<file path="config.mk">
export PLATFORM = sky130hd
export DESIGN_NAME = lsu_mem_ctrl_flat
export DESIGN_NICKNAME = d
export VERILOG_FILES = /design/src/rtl/lsu_mem_ctrl_if.sv /design/src/rtl/lsu_mem_ctrl.sv /design/src/flat_wrapper.sv
export SDC_FILE = /design/constraint.sdc
export NUM_CORES = 1
export LEC_CHECK = 0
export ABC_AREA = 1
export CAP_MARGIN = 20
export CELL_PAD_IN_SITES_DETAIL_PLACEMENT = 1
export CELL_PAD_IN_SITES_GLOBAL_PLACEMENT = 2
export CORE_AREA = 3 3 179 146
export CTS_BUF_LIST = sky130_fd_sc_hd__clkbuf_2
export DETAILED_ROUTE_END_ITERATION = 8
export DIE_AREA = 0 0 182 149
export PLACE_DENSITY = 0.87
export SYNTH_ARGS = -nofsm -noshare
export SYNTH_HDL_FRONTEND = slang
export SYNTH_SLANG_ARGS = --single-unit
</file>
<file path="constraint.sdc">
create_clock -name clk -period 2 [get_ports clk]
set_input_delay 0.4 -clock clk [delete_from_list [all_inputs] [get_ports clk]]
set_output_delay 0.4 -clock clk [all_outputs]
set_load 0.01 [all_outputs]
</file>
<file path="src/rtl/lsu_mem_ctrl_if.sv">
// Request/response handshake between the execute stage and the load/store unit.
//   req_*  : one memory request (store/load select, funct3, byte address, store data)
//   resp_* : one response (extended load data, error flag)
// master = requester (execute stage / bench), slave = lsu_mem_ctrl.
interface lsu_mem_ctrl_if;
    logic        req_valid;
    logic        req_ready;
    logic        req_we;
    logic [2:0]  req_funct3;
    logic [31:0] req_addr;
    logic [31:0] req_wdata;
    logic        resp_valid;
    logic        resp_ready;
    logic [31:0] resp_rdata;
    logic        resp_err;

    modport master (
        output req_valid, req_we, req_funct3, req_addr, req_wdata, resp_ready,
        input  req_ready, resp_valid, resp_rdata, resp_err
    );

    modport slave (
        input  req_valid, req_we, req_funct3, req_addr, req_wdata, resp_ready,
        output req_ready, resp_valid, resp_rdata, resp_err
    );
endinterface

</file>
<file path="src/rtl/lsu_mem_ctrl.sv">
// Load/store controller in front of a word-wide data memory.
// Sub-word stores are done as read-modify-write, loads are lane-selected and
// sign/zero-extended, and bad requests are answered with an error and no
// memory access.
// Ports:
//   clk, rst_n : clock, asynchronous active-low reset
//   bus        : request/response handshake (slave side)
//   mem_we     : word write enable to data memory
//   mem_addr   : word-aligned byte address to data memory
//   mem_wdata  : full write word to data memory
//   mem_rdata  : combinational read data for mem_addr
module lsu_mem_ctrl #(
    parameter int unsigned MEM_SIZE = 1024
) (
    input  logic               clk,
    input  logic               rst_n,
    lsu_mem_ctrl_if.slave      bus,
    output logic               mem_we,
    output logic [31:0]        mem_addr,
    output logic [31:0]        mem_wdata,
    input  logic [31:0]        mem_rdata
);

    localparam int unsigned XLEN       = 32;
    localparam logic [XLEN-1:0] ADDR_LIMIT = 32'(MEM_SIZE * 4);

    typedef enum logic [2:0] {
        IDLE  = 3'd0,
        LOAD  = 3'd1,
        MERGE = 3'd2,
        WRITE = 3'd3,
        RESP  = 3'd4
    } state_t;

    state_t            state_q, state_d;
    logic [2:0]        funct3_q, funct3_d;
    logic [XLEN-1:0]   addr_q, addr_d;
    logic [XLEN-1:0]   wdata_q, wdata_d;
    logic [XLEN-1:0]   rdata_q, rdata_d;
    logic              err_q, err_d;
    logic              req_ready_q, req_ready_d;
    logic              resp_valid_q, resp_valid_d;
    logic              mem_we_q, mem_we_d;

    logic              req_err_c;
    logic [XLEN-1:0]   load_ext_c;
    logic [XLEN-1:0]   merged_c;

    // Request validity: illegal funct3, misalignment, or beyond the memory
    always_comb begin
        logic illegal;
        logic misaligned;
        logic out_of_range;
        if (bus.req_we) begin
            illegal = (bus.req_funct3 > 3'd2);
        end else begin
            illegal = (bus.req_funct3 == 3'd3) || (bus.req_funct3 == 3'd6) ||
                      (bus.req_funct3 == 3'd7);
        end
        misaligned   = ((bus.req_funct3[1:0] == 2'd1) && bus.req_addr[0]) ||
                       ((bus.req_funct3[1:0] == 2'd2) && (bus.req_addr[1:0] != 2'd0));
        out_of_range = (bus.req_addr >= ADDR_LIMIT);
        req_err_c    = illegal || misaligned || out_of_range;
    end

    // Load lane select and extension
    always_comb begin
        logic [7:0]  ld_byte;
        logic [15:0] ld_half;
        case (addr_q[1:0])
            2'd0:    ld_byte = mem_rdata[7:0];
            2'd1:    ld_byte = mem_rdata[15:8];
            2'd2:    ld_byte = mem_rdata[23:16];
            default: ld_byte = mem_rdata[31:24];
        endcase
        ld_half = addr_q[1] ? mem_rdata[31:16] : mem_rdata[15:0];
        case (funct3_q)
            3'd0:    load_ext_c = {{24{ld_byte[7]}}, ld_byte};
            3'd1:    load_ext_c = {{16{ld_half[15]}}, ld_half};
            3'd2:    load_ext_c = mem_rdata;
            3'd4:    load_ext_c = {24'd0, ld_byte};
            3'd5:    load_ext_c = {16'd0, ld_half};
            default: load_ext_c = '0;
        endcase
    end

    // Sub-word store merge into the word currently in memory
    always_comb begin
        merged_c = mem_rdata;
        if (funct3_q == 3'd0) begin
            case (addr_q[1:0])
                2'd0:    merged_c[7:0]   = wdata_q[7:0];
                2'd1:    merged_c[15:8]  = wdata_q[7:0];
                2'd2:    merged_c[23:16] = wdata_q[7:0];
                default: merged_c[31:24] = wdata_q[7:0];
            endcase
        end else if (funct3_q == 3'd1) begin
            if (addr_q[1]) begin
                merged_c[31:16] = wdata_q[15:0];
            end else begin
                merged_c[15:0]  = wdata_q[15:0];
            end
        end
    end

    // Next-state and registered-output logic
    always_comb begin
        state_d      = state_q;
        funct3_d     = funct3_q;
        addr_d       = addr_q;
        wdata_d      = wdata_q;
        rdata_d      = rdata_q;
        err_d        = err_q;
        req_ready_d  = req_ready_q;
        resp_valid_d = resp_valid_q;
        mem_we_d     = 1'b0;

        case (state_q)
            IDLE: begin
                if (bus.req_valid) begin
                    funct3_d    = bus.req_funct3;
                    addr_d      = bus.req_addr;
                    wdata_d     = bus.req_wdata;
                    rdata_d     = '0;
                    err_d       = req_err_c;
                    req_ready_d = 1'b0;
                    if (req_err_c) begin
                        state_d      = RESP;
                        resp_valid_d = 1'b1;
                    end else if (!bus.req_we) begin
                        state_d = LOAD;
                    end else if (bus.req_funct3 == 3'd2) begin
                        state_d  = WRITE;
                        mem_we_d = 1'b1;
                    end else begin
                        state_d = MERGE;
                    end
                end
            end
            LOAD: begin
                rdata_d      = load_ext_c;
                state_d      = RESP;
                resp_valid_d = 1'b1;
            end
            MERGE: begin
                wdata_d  = merged_c;
                state_d  = WRITE;
                mem_we_d = 1'b1;
            end
            WRITE: begin
                state_d      = RESP;
                resp_valid_d = 1'b1;
            end
            RESP: begin
                if (bus.resp_ready) begin
                    state_d      = IDLE;
                    resp_valid_d = 1'b0;
                    req_ready_d  = 1'b1;
                end
            end
            default: begin
                state_d      = IDLE;
                resp_valid_d = 1'b0;
                req_ready_d  = 1'b1;
            end
        endcase
    end

    // State and output registers
    always_ff @(posedge clk or negedge rst_n) begin
        if (!rst_n) begin
            state_q      <= IDLE;
            funct3_q     <= '0;
            addr_q       <= '0;
            wdata_q      <= '0;
            rdata_q      <= '0;
            err_q        <= 1'b0;
            req_ready_q  <= 1'b1;
            resp_valid_q <= 1'b0;
            mem_we_q     <= 1'b0;
        end else begin
            state_q      <= state_d;
            funct3_q     <= funct3_d;
            addr_q       <= addr_d;
            wdata_q      <= wdata_d;
            rdata_q      <= rdata_d;
            err_q        <= err_d;
            req_ready_q  <= req_ready_d;
            resp_valid_q <= resp_valid_d;
            mem_we_q     <= mem_we_d;
        end
    end

    assign bus.req_ready  = req_ready_q;
    assign bus.resp_valid = resp_valid_q;
    assign bus.resp_rdata = rdata_q;
    assign bus.resp_err   = err_q;
    assign mem_we         = mem_we_q;
    assign mem_addr       = {addr_q[31:2], 2'b00};
    assign mem_wdata      = wdata_q;

endmodule

</file>
<file path="src/flat_wrapper.sv">
// flat-port wrapper written by rule: the top's interface ports become plain ports
module lsu_mem_ctrl_flat 
#(
    parameter int unsigned MEM_SIZE = 1024
)
  (clk, rst_n, mem_we, mem_addr, mem_wdata, mem_rdata, bus_req_valid, bus_req_we, bus_req_funct3, bus_req_addr, bus_req_wdata, bus_resp_ready, bus_req_ready, bus_resp_valid, bus_resp_rdata, bus_resp_err);
  lsu_mem_ctrl_if bus_i ();
  input  logic clk;
  input  logic rst_n;
  output logic mem_we;
  output logic [31:0] mem_addr;
  output logic [31:0] mem_wdata;
  input  logic [31:0] mem_rdata;
  input wire logic [$bits(bus_i.req_valid)-1:0] bus_req_valid;
  input wire logic [$bits(bus_i.req_we)-1:0] bus_req_we;
  input wire logic [$bits(bus_i.req_funct3)-1:0] bus_req_funct3;
  input wire logic [$bits(bus_i.req_addr)-1:0] bus_req_addr;
  input wire logic [$bits(bus_i.req_wdata)-1:0] bus_req_wdata;
  input wire logic [$bits(bus_i.resp_ready)-1:0] bus_resp_ready;
  output wire logic [$bits(bus_i.req_ready)-1:0] bus_req_ready;
  output wire logic [$bits(bus_i.resp_valid)-1:0] bus_resp_valid;
  output wire logic [$bits(bus_i.resp_rdata)-1:0] bus_resp_rdata;
  output wire logic [$bits(bus_i.resp_err)-1:0] bus_resp_err;
  assign bus_i.req_valid = bus_req_valid;
  assign bus_i.req_we = bus_req_we;
  assign bus_i.req_funct3 = bus_req_funct3;
  assign bus_i.req_addr = bus_req_addr;
  assign bus_i.req_wdata = bus_req_wdata;
  assign bus_i.resp_ready = bus_resp_ready;
  assign bus_req_ready = bus_i.req_ready;
  assign bus_resp_valid = bus_i.resp_valid;
  assign bus_resp_rdata = bus_i.resp_rdata;
  assign bus_resp_err = bus_i.resp_err;
  lsu_mem_ctrl #(.MEM_SIZE(MEM_SIZE)) u_core (.clk(clk), .rst_n(rst_n), .bus(bus_i), .mem_we(mem_we), .mem_addr(mem_addr), .mem_wdata(mem_wdata), .mem_rdata(mem_rdata));
endmodule
</file>
[Word-level counts from Yosys, hierarchy flattened]
Index checks and enable logic that the tools add are counted.
Operators by class
  magnitude comparators: 2
  eq/ne operators: 21
  muxes and demuxes: 34
  bitwise operators: 2
  reductions and logical operators: 24
Operators with widths (number)
  32-bit case mux with 5 select lines: 1
  32-bit two-way mux: 4
  32-bit case mux with 2 select lines: 2
  16-bit two-way mux: 3
  32-bit by 13-bit >= comparator with 1-bit output, second input constant: 1
  8-bit two-way mux: 4
  8-bit case mux with 3 select lines: 1
  3-bit by 2-bit == test with 1-bit output, second input constant: 5
  3-bit == test, second input constant: 5
  3-bit two-way mux: 4
  3-bit case mux with 4 select lines: 1
  1-bit two-way mux: 11
  2-bit AND reduction: 4
  4-bit AND reduction: 2
  3-bit by 1-bit == test with 1-bit output, second input constant: 2
  3-bit logical NOT: 2
  3-bit AND reduction: 2
  2-bit nonzero test: 3
  3-bit OR reduction: 2
  1-bit logical OR: 5
  2-bit by 1-bit == test with 1-bit output, second input constant: 2
  2-bit == test, second input constant: 2
  2-bit inequality test, second input constant: 2
  4-bit by 2-bit inequality test with 1-bit output, second input constant: 1
  10 further kinds: 12
Storage, ports and cells
  flip-flop bits (word level): 106
  output and inout bits: 100
  word-level logic and storage cells: 94

[Depth between registers and ports, before layout]
Gate-level depths: netlist (run 1).
  depth after elaboration: 9
  gate-level depth with buffers: 11
  depth with buffers taken out: 10

[Worst setup path after synthesis (run 1)]
OpenSTA, ideal clock, no wires.
  path kind: flip-flop to flip-flop
  start point: reg u_core.state_q[1]
  end point: reg u_core.wdata_q[7] (netlist: u_core.mem_wdata[7])
  setup time: 0.123 ns
  arrival time: 1.361 ns
  path slack: 0.516 ns
  stages on the path, launching flop included: 12
  buffers on the path: 1
  cell sequence: dfrtp_1 > inv_1 > nand2_2 > nor2_4 > nand2_4 > nand2_8 > nand2_8 > inv_6 > nand2_4 > buf_8 > nand2_2 > o21ai_2
Between the ends
  longest elaborated chain between the ends: 3
  elaborated cells on any way between the ends: 8
  classes of those cells: eq/ne: 4; mux: 1; reduce/logical: 3
Ends and longest elaborated chain
  start: declaration: RTL line lsu_mem_ctrl.sv:35  | state_t state_q, state_d;
  start signal: assignment: RTL line lsu_mem_ctrl.sv:182  | state_q <= state_d;
  3-bit by 2-bit == test with 1-bit output or 3-bit logical NOT (tied branches): RTL line lsu_mem_ctrl.sv:118  | case (state_q)
  4-bit by 2-bit inequality test with 1-bit output (no source line) (tied with other cells)
  4-bit AND reduction (no source line)
  end signal: assignment: RTL line lsu_mem_ctrl.sv:185  | wdata_q <= wdata_d;
  end: declaration: RTL line lsu_mem_ctrl.sv:38  | logic [XLEN-1:0] wdata_q, wdata_d;
Parallel ways exist; a longest one is shown, timed or not.
A chain may end at the register's enable or synchronous reset.

[Worst setup path in the final report (run 1)]
  start point: reg u_core.req_ready_q (netlist: u_core.bus.req_ready)
  end point: out bus_req_ready
RTL lines
  start: declaration: RTL line lsu_mem_ctrl.sv:41  | logic req_ready_q, req_ready_d;
  start signal: assignment: RTL line lsu_mem_ctrl.sv:188  | req_ready_q <= req_ready_d;
  end: declaration: RTL line flat_wrapper.sv:20  | output wire logic [$bits(bus_i.req_ready)-1:0] bus_req_ready;
No word-level cell between the ends.

==> impl_metrics.yaml, run 1 <==
routing:
  finalWirelength_um: 24300
  first_iter_violations: 362
  drtPass1Iterations: 4
  detail-route-antenna-nets: 0
  drc: 0
  via_per_inst: 4.55
  route.detailed.wl_per_inst_um: 17.5
  vias: 6310
critical_path:
  path_delay_family: "flip-flops"
  max_stage_delay_ns: 0.59
  crit_type: "flop to primary output"
  crit_required_ns: 1.60
  critPathSlowestCell: "dfstp_2"
  crit_arrival_ns: 1.45
  critPathLaunchType: "flop"
  crit_fanout: 2
  path_buf_inv: 1
  timing.critical_path.cells: "dlygate4sd2_1"
  setup.worst_path.end_class: "primary output"
synthesis:
  synth.avg_cell_area_um2: 7.24
  synth-main-ff-cell: "dfrtp_1"
  yosysMostFrequentCell: "nand2_1"
  postSynthCellCount: 842
  yosys_warnings: 0
  async_flop_share_pct: 100
  synth.ff_latch_count: 106
  synth_edf_count: 0
  yosysUniqueCellTypes: 36
  syn_area_um2: 6100
  synth-seq-area-share_pct: 43.5
  synth_top_cell_by_area: "dfrtp_1"
  synth_top_area_share_pct: 43.1
  synth_common_cells: "nand2_1 (309), dfrtp_1 (105), nor2_1 (66), o21ai_0 (66), a21oi_1 (49)"
  synthTopCellsByArea: "dfrtp_1 (43%), nand2_1 (19%), o21ai_0 (5.4%)"
clock_tree:
  clockBufferDepth: 2
  clock-root-buffer: "clkbuf_2"
  cts_tree: "built"
  cts_max_level: 3
  insertion_delay_ns: 0.65
  cts_buffers: 9
  cts.sinks: 106
  cts.clk_slew.worst_paths_ns: 0.34
cells_and_area:
  design_area_um2: 8750
  utilization_pct: 35.9
  final_nets: 1166
  layout-drive-gt1-share_pct: 13.0
  area_delta_synth_final_pct: 43.5
die:
  std_cell_rows: 51
  io-pin-count: 204
  start_util_pct: 25.0
  die-area_um2: 27100
  die_w_um: 182
  die_height_um: 149
  core_um2: 24400
global_routing:
  grt_pass1_vias: 6616
  grt_pass1_wl_um: 38500
  grt_max_degree: 41
  antenna_found_initial: 3
  overflow: 0
  grt_use_total_pct: 18.1
sta:
  post-route-min-period_ns: 1.85
  rsz0062_at_grt: "false"
  drv_slew: 0
  period_share_pct: 92.6
  fin_worst_skew_ns: 0.0667
  setup_viol: 0
  final.setup.worst_slack_ns: 0.147
  fmax_mhz: 540
  hold_viol_final: 0
  tns_ns: 0
pwr:
  p_leak_nw: 4.52
  p_per_area_nw_per_um2: 1160
  vdd_drop_max_uv: 475
placement:
  gp_congestion: 0.813
  port-buffer-count: 201
  hpwlAfterDp_um: 19000
  place_ws_ns: -0.122
  place_area_um2: 8460
run:
  drv_cap: 0
status:
  status: "finished, final reports clean"
hold_path:
  hp-class: "primary input to asynchronous set/reset pin"
power breakdown:
part | total (W) | switching, W | internal [W] | leakage, nW
sequential | 0.00332 | 0.000445 | 0.00287 | 1.35
combinational | 0.00565 | 0.00328 | 0.00237 | 3.11
clock | 0.00118 | 0.000771 | 0.000407 | 0.0740
total | 0.0101 | 0.00450 | 0.00565 | 4.52
layer usage:
layer,track usage [%],vias to the layer above,routed length (µm)
met5,0,-,29
met4,3.35,4,260
met3,4.90,19,1490
met2,27.6,163,10600
met1,26.0,3028,12000
li1,-,3096,-
repair_timing:
action,CTS,global route
setup endpoints to repair,98,1
resized for setup,103,1
buffers inserted,34,0
endpoints found under the hold margin,102,0
gates cloned,0,0
hold buffers,1,0
registers in the layout, indices dropped and copies added, names as in the netlist:
| name | cells |
|---|---|
| u_core.addr_q | 32 |
| u_core.bus.resp_rdata | 32 |
| u_core.mem_wdata | 32 |
| u_core.funct3_q | 3 |
| u_core.state_q | 3 |
| u_core.bus.req_ready | 1 |
| u_core.bus.resp_err | 1 |
| u_core.bus.resp_valid | 1 |
| u_core.mem_we | 1 |
layout make-up:
| type | instances | area (µm²) |
|---|---|---|
| Multi-Input combinational cell | 609 | 2800 |
| Sequential cell | 106 | 2660 |
| Fill cell | 3041 | 15600 |
| Clock buffer | 10 | 50.0 |
| Antenna cell | 2 | 5.00 |
| Timing Repair Buffer | 279 | 2540 |
| Tap cell | 318 | 398 |
| Clock inverter | 5 | 80.1 |
| Inverter | 57 | 219 |
kinds of logic after synthesis:
family	count (synthesis)	synth area share, %
other	1	0.0615
AND/OR/NAND/NOR	418	28.5
multiplexers	2	0.328
buffers and inverters	128	10.7
flip-flops	106	43.5
AO/OA/AOI/OAI	187	16.9
layout by cell type, fill, tap and decap left out, drive strengths merged:
cell type	synthesis	layout
a21oi	49	49
and3	3	3
buf	52	78
bufinv	0	2
clkbuf	19	10
clkdlybuf4s50	0	102
clkinv	1	2
clkinvlp	0	2
conb	1	2
dfrtp	105	105
dfstp	1	1
diode	0	2
dlygate4sd2	0	98
dlygate4sd3	0	1
inv	56	56
mux2i	2	2
nand2	321	321
nand3	17	17
nand4	3	3
nor2	71	71
o211ai	16	16
o21a	7	7
o21ai	110	110
o221ai	1	1
o22ai	4	4
or2	3	3
per-stage QoR:
step / total power [W] / cells / hold slack, ns
floorplan: 0.00669 / 843 / 0.104
global route: 0.0110 / 1385 / 0.107
finish: 0.0102 / 1386 / 0.128
CTS: 0.0103 / 1384 / 0.0892
detailed placement: 0.00918 / 1334 / 0.352
global placement: 0.00908 / 1334 / 0.348
worst paths after layout:
path                                           start  slack (ns)                   endpoint  cells past startpoint
worst min register to register      u_core.addr_q[2]        0.51           u_core.addr_q[2]                      2
min in group clk                     bus_req_addr[3]        0.26           u_core.addr_q[3]                      3
worst max-delay path            u_core.bus.req_ready        0.15              bus_req_ready                      1
max in group asynchronous                      rst_n        1.19       u_core.bus.req_ready                      3
worst min-delay path                           rst_n        0.13       u_core.mem_wdata[17]                      2
worst max register to register      u_core.addr_q[1]        0.25  u_core.bus.resp_rdata[30]                      7
(Power assumes the default switching activity.)
==> run 2, diff against run 1 <==
- CORE_AREA: 3 3 179 146 -> 3 3 152 125
- DIE_AREA: 0 0 182 149 -> 0 0 155 128
- DONT_BUFFER_PORTS: not set -> 1
==> run 2 against run 1 <==
Net effect: the flow now finishes with violations (negative hold slack); die area decreased by 27%; sequential cell count unchanged; core utilization up 5.5 points; cell count shrank 18%; clock skew barely moved; non-clock buffer count fell by 160; worst hold slack worse by 0.72 ns; fmax shrank 1.4%; via count decreased by 7.1%; critical path depth up 6; clock-buffer cell count decreased by 1; sequential share of layout area is 6.5 points higher; critical endpoint is now u_core.mem_wdata[3].
==> impl_metrics.yaml, run 2 (synthesized netlist as in run 1, its figures left out) <==
status:
  status: "finished with violations"
  violations: "negative hold slack"
pwr:
  p_per_area_nw_per_um2: 1200
  p_leak_nw: 3.58
  vdd_drop_max_uv: 484
global_routing:
  antenna_found_initial: 1
  grt_pass1_wl_um: 34800
  grt_max_degree: 107
  grt_use_total_pct: 22.6
  grt_pass1_vias: 5933
  overflow: 0
routing:
  detail-route-antenna-nets: 0
  finalWirelength_um: 22600
  vias: 5860
  route.detailed.wl_per_inst_um: 19.9
  drc: 0
  first_iter_violations: 401
  via_per_inst: 5.17
  drtPass1Iterations: 5
clock_tree:
  cts_buffers: 9
  insertion_delay_ns: 0.64
  cts_hold_buf: 88
  cts.sinks: 106
  cts_tree: "built"
  cts_max_level: 3
  clock-root-buffer: "clkbuf_2"
  clockBufferDepth: 2
  cts.clk_slew.worst_paths_ns: 0.34
die:
  die-area_um2: 19800
  die_height_um: 128
  io-pin-count: 204
  core_um2: 17400
  die_w_um: 155
  std_cell_rows: 43
  start_util_pct: 35.1
sta:
  relSlewSlack_pct: 61.8
  hold_ws_ns: -0.595
  fin_worst_skew_ns: 0.0671
  hold_viol_final: 106
  period_share_pct: 94.0
  post-route-min-period_ns: 1.88
  drv_slew: 0
  setup_viol: 0
  tightest_slew_ns: 0.572
  fmax_mhz: 532
  final.setup.worst_slack_ns: 0.121
cells_and_area:
  final_cell_mix: "nand2_1 (309), dfrtp_1 (104), dlygate4sd3_1 (87)"
  design_area_um2: 7200
  layout-drive-gt1-share_pct: 9.92
  area_delta_synth_final_pct: 18.1
  nFillCells: 2177
  final_nets: 1006
  multi_input_area_um2: 2810
  area.sequential_um2: 2660
  final_common_cell: "nand2_1"
  utilization_pct: 41.4
critical_path:
  setup.worst_path.end_class: "flop"
  crit_type: "flop to flop"
  critPathLaunchType: "flop"
  cp_common_cell: "nand2_4"
  crit_arrival_ns: 2.44
  crit_fanout: 15
  max_stage_delay_ns: 0.50
  crit_path_start: "u_core.funct3_q[1]"
  critPathSlowestCell: "dfrtp_1"
  crit_required_ns: 2.56
  reg2reg_from: "u_core.funct3_q[1]"
  timing.critical_path.cells: "nor2_4 -> nand2_4 -> inv_2 -> nand4_1 -> nand2_4 -> buf_4 -> o21ai_2"
placement:
  place_area_um2: 6140
  place_ws_ns: 0.0809
  gp_congestion: 0.872
  hpwlAfterDp_um: 16400
  port-buffer-count: 0
hold_path:
  hp-class: "primary input to asynchronous set/reset pin"
run:
  drv_cap: 0
[run 2: path summary, 6_finish.rpt]
path	endpoint	slack (ns)	cells after the start
max reg2reg	u_core.mem_wdata[3]	0.12	7
min in group clk	u_core.mem_wdata[2]	0.05	4
min	u_core.addr_q[2]	-0.60	0
min reg2reg	u_core.bus.resp_rdata[31]	0.59	2
max	u_core.mem_wdata[3]	0.12	7
max in group asynchronous	u_core.bus.req_ready	2.30	0
[run 2: per-layer routing]
metal | GRT usage (%) | part of all wire [%]
met5 | 0 | 0
met4 | 5.09 | 1.3
met3 | 6.34 | 8.4
met2 | 34.3 | 45
met1 | 32.2 | 45
[run 2: cell type report]
class,count,share of cell area [%]
flip-flops and latches,106,36.9
clock inverters,7,0.817
well taps,225,3.91
inverters,57,3.08
diodes,1,0.0348
repair buffers,119,15.7
multi-input cells,609,39.0
clock buffers,9,0.626
[run 2: repair_timing]
item,4_1_cts,5_1_grt
hold endpoints to repair,186,106
gates resized for setup,1,4
endpoints found under the setup margin,7,27
pin swaps,0,2
buffers inserted,0,8
[run 2: stage by stage]
| stage | setup TNS [ns] | instances | hold slack [ns] | power, W |
|---|---|---|---|---|
| floorplan | 0 | 843 | 0.104 | 0.00669 |
| global placement | 0 | 1021 | 0.109 | 0.00731 |
| detailed placement | 0 | 1021 | 0.109 | 0.00745 |
| CTS | 0 | 1125 | -0.711 | 0.00863 |
| global route | -0.0397 | 1133 | -0.712 | 0.00937 |
| finish | 0 | 1133 | -0.595 | 0.00867 |
[run 2: power by group]
| part | internal, W | switching [W] | total [W] |
|---|---|---|---|
| Sequential | 0.00286 | 0.00113 | 0.00399 |
| Combinational | 0.00133 | 0.00235 | 0.00368 |
| Clock | 0.000190 | 0.000807 | 0.000997 |
| Total | 0.00439 | 0.00428 | 0.00867 |
[run 2: worst max-delay path: cells and delay by family (launching register included)]
family,cells,cell delay (ns)
and+or+nand+nor,4,0.87
DFF,1,0.50
buffers and inverters,2,0.38
AOI/OAI and AO/OA,1,0.04
==> run 3, diff against run 2 <==
- SKIP_LAST_GASP: not set -> 1
- SLEW_MARGIN: not set -> 20
==> results of run 3 <==
Final layout, timing and power as in run 2 (identical DEF).
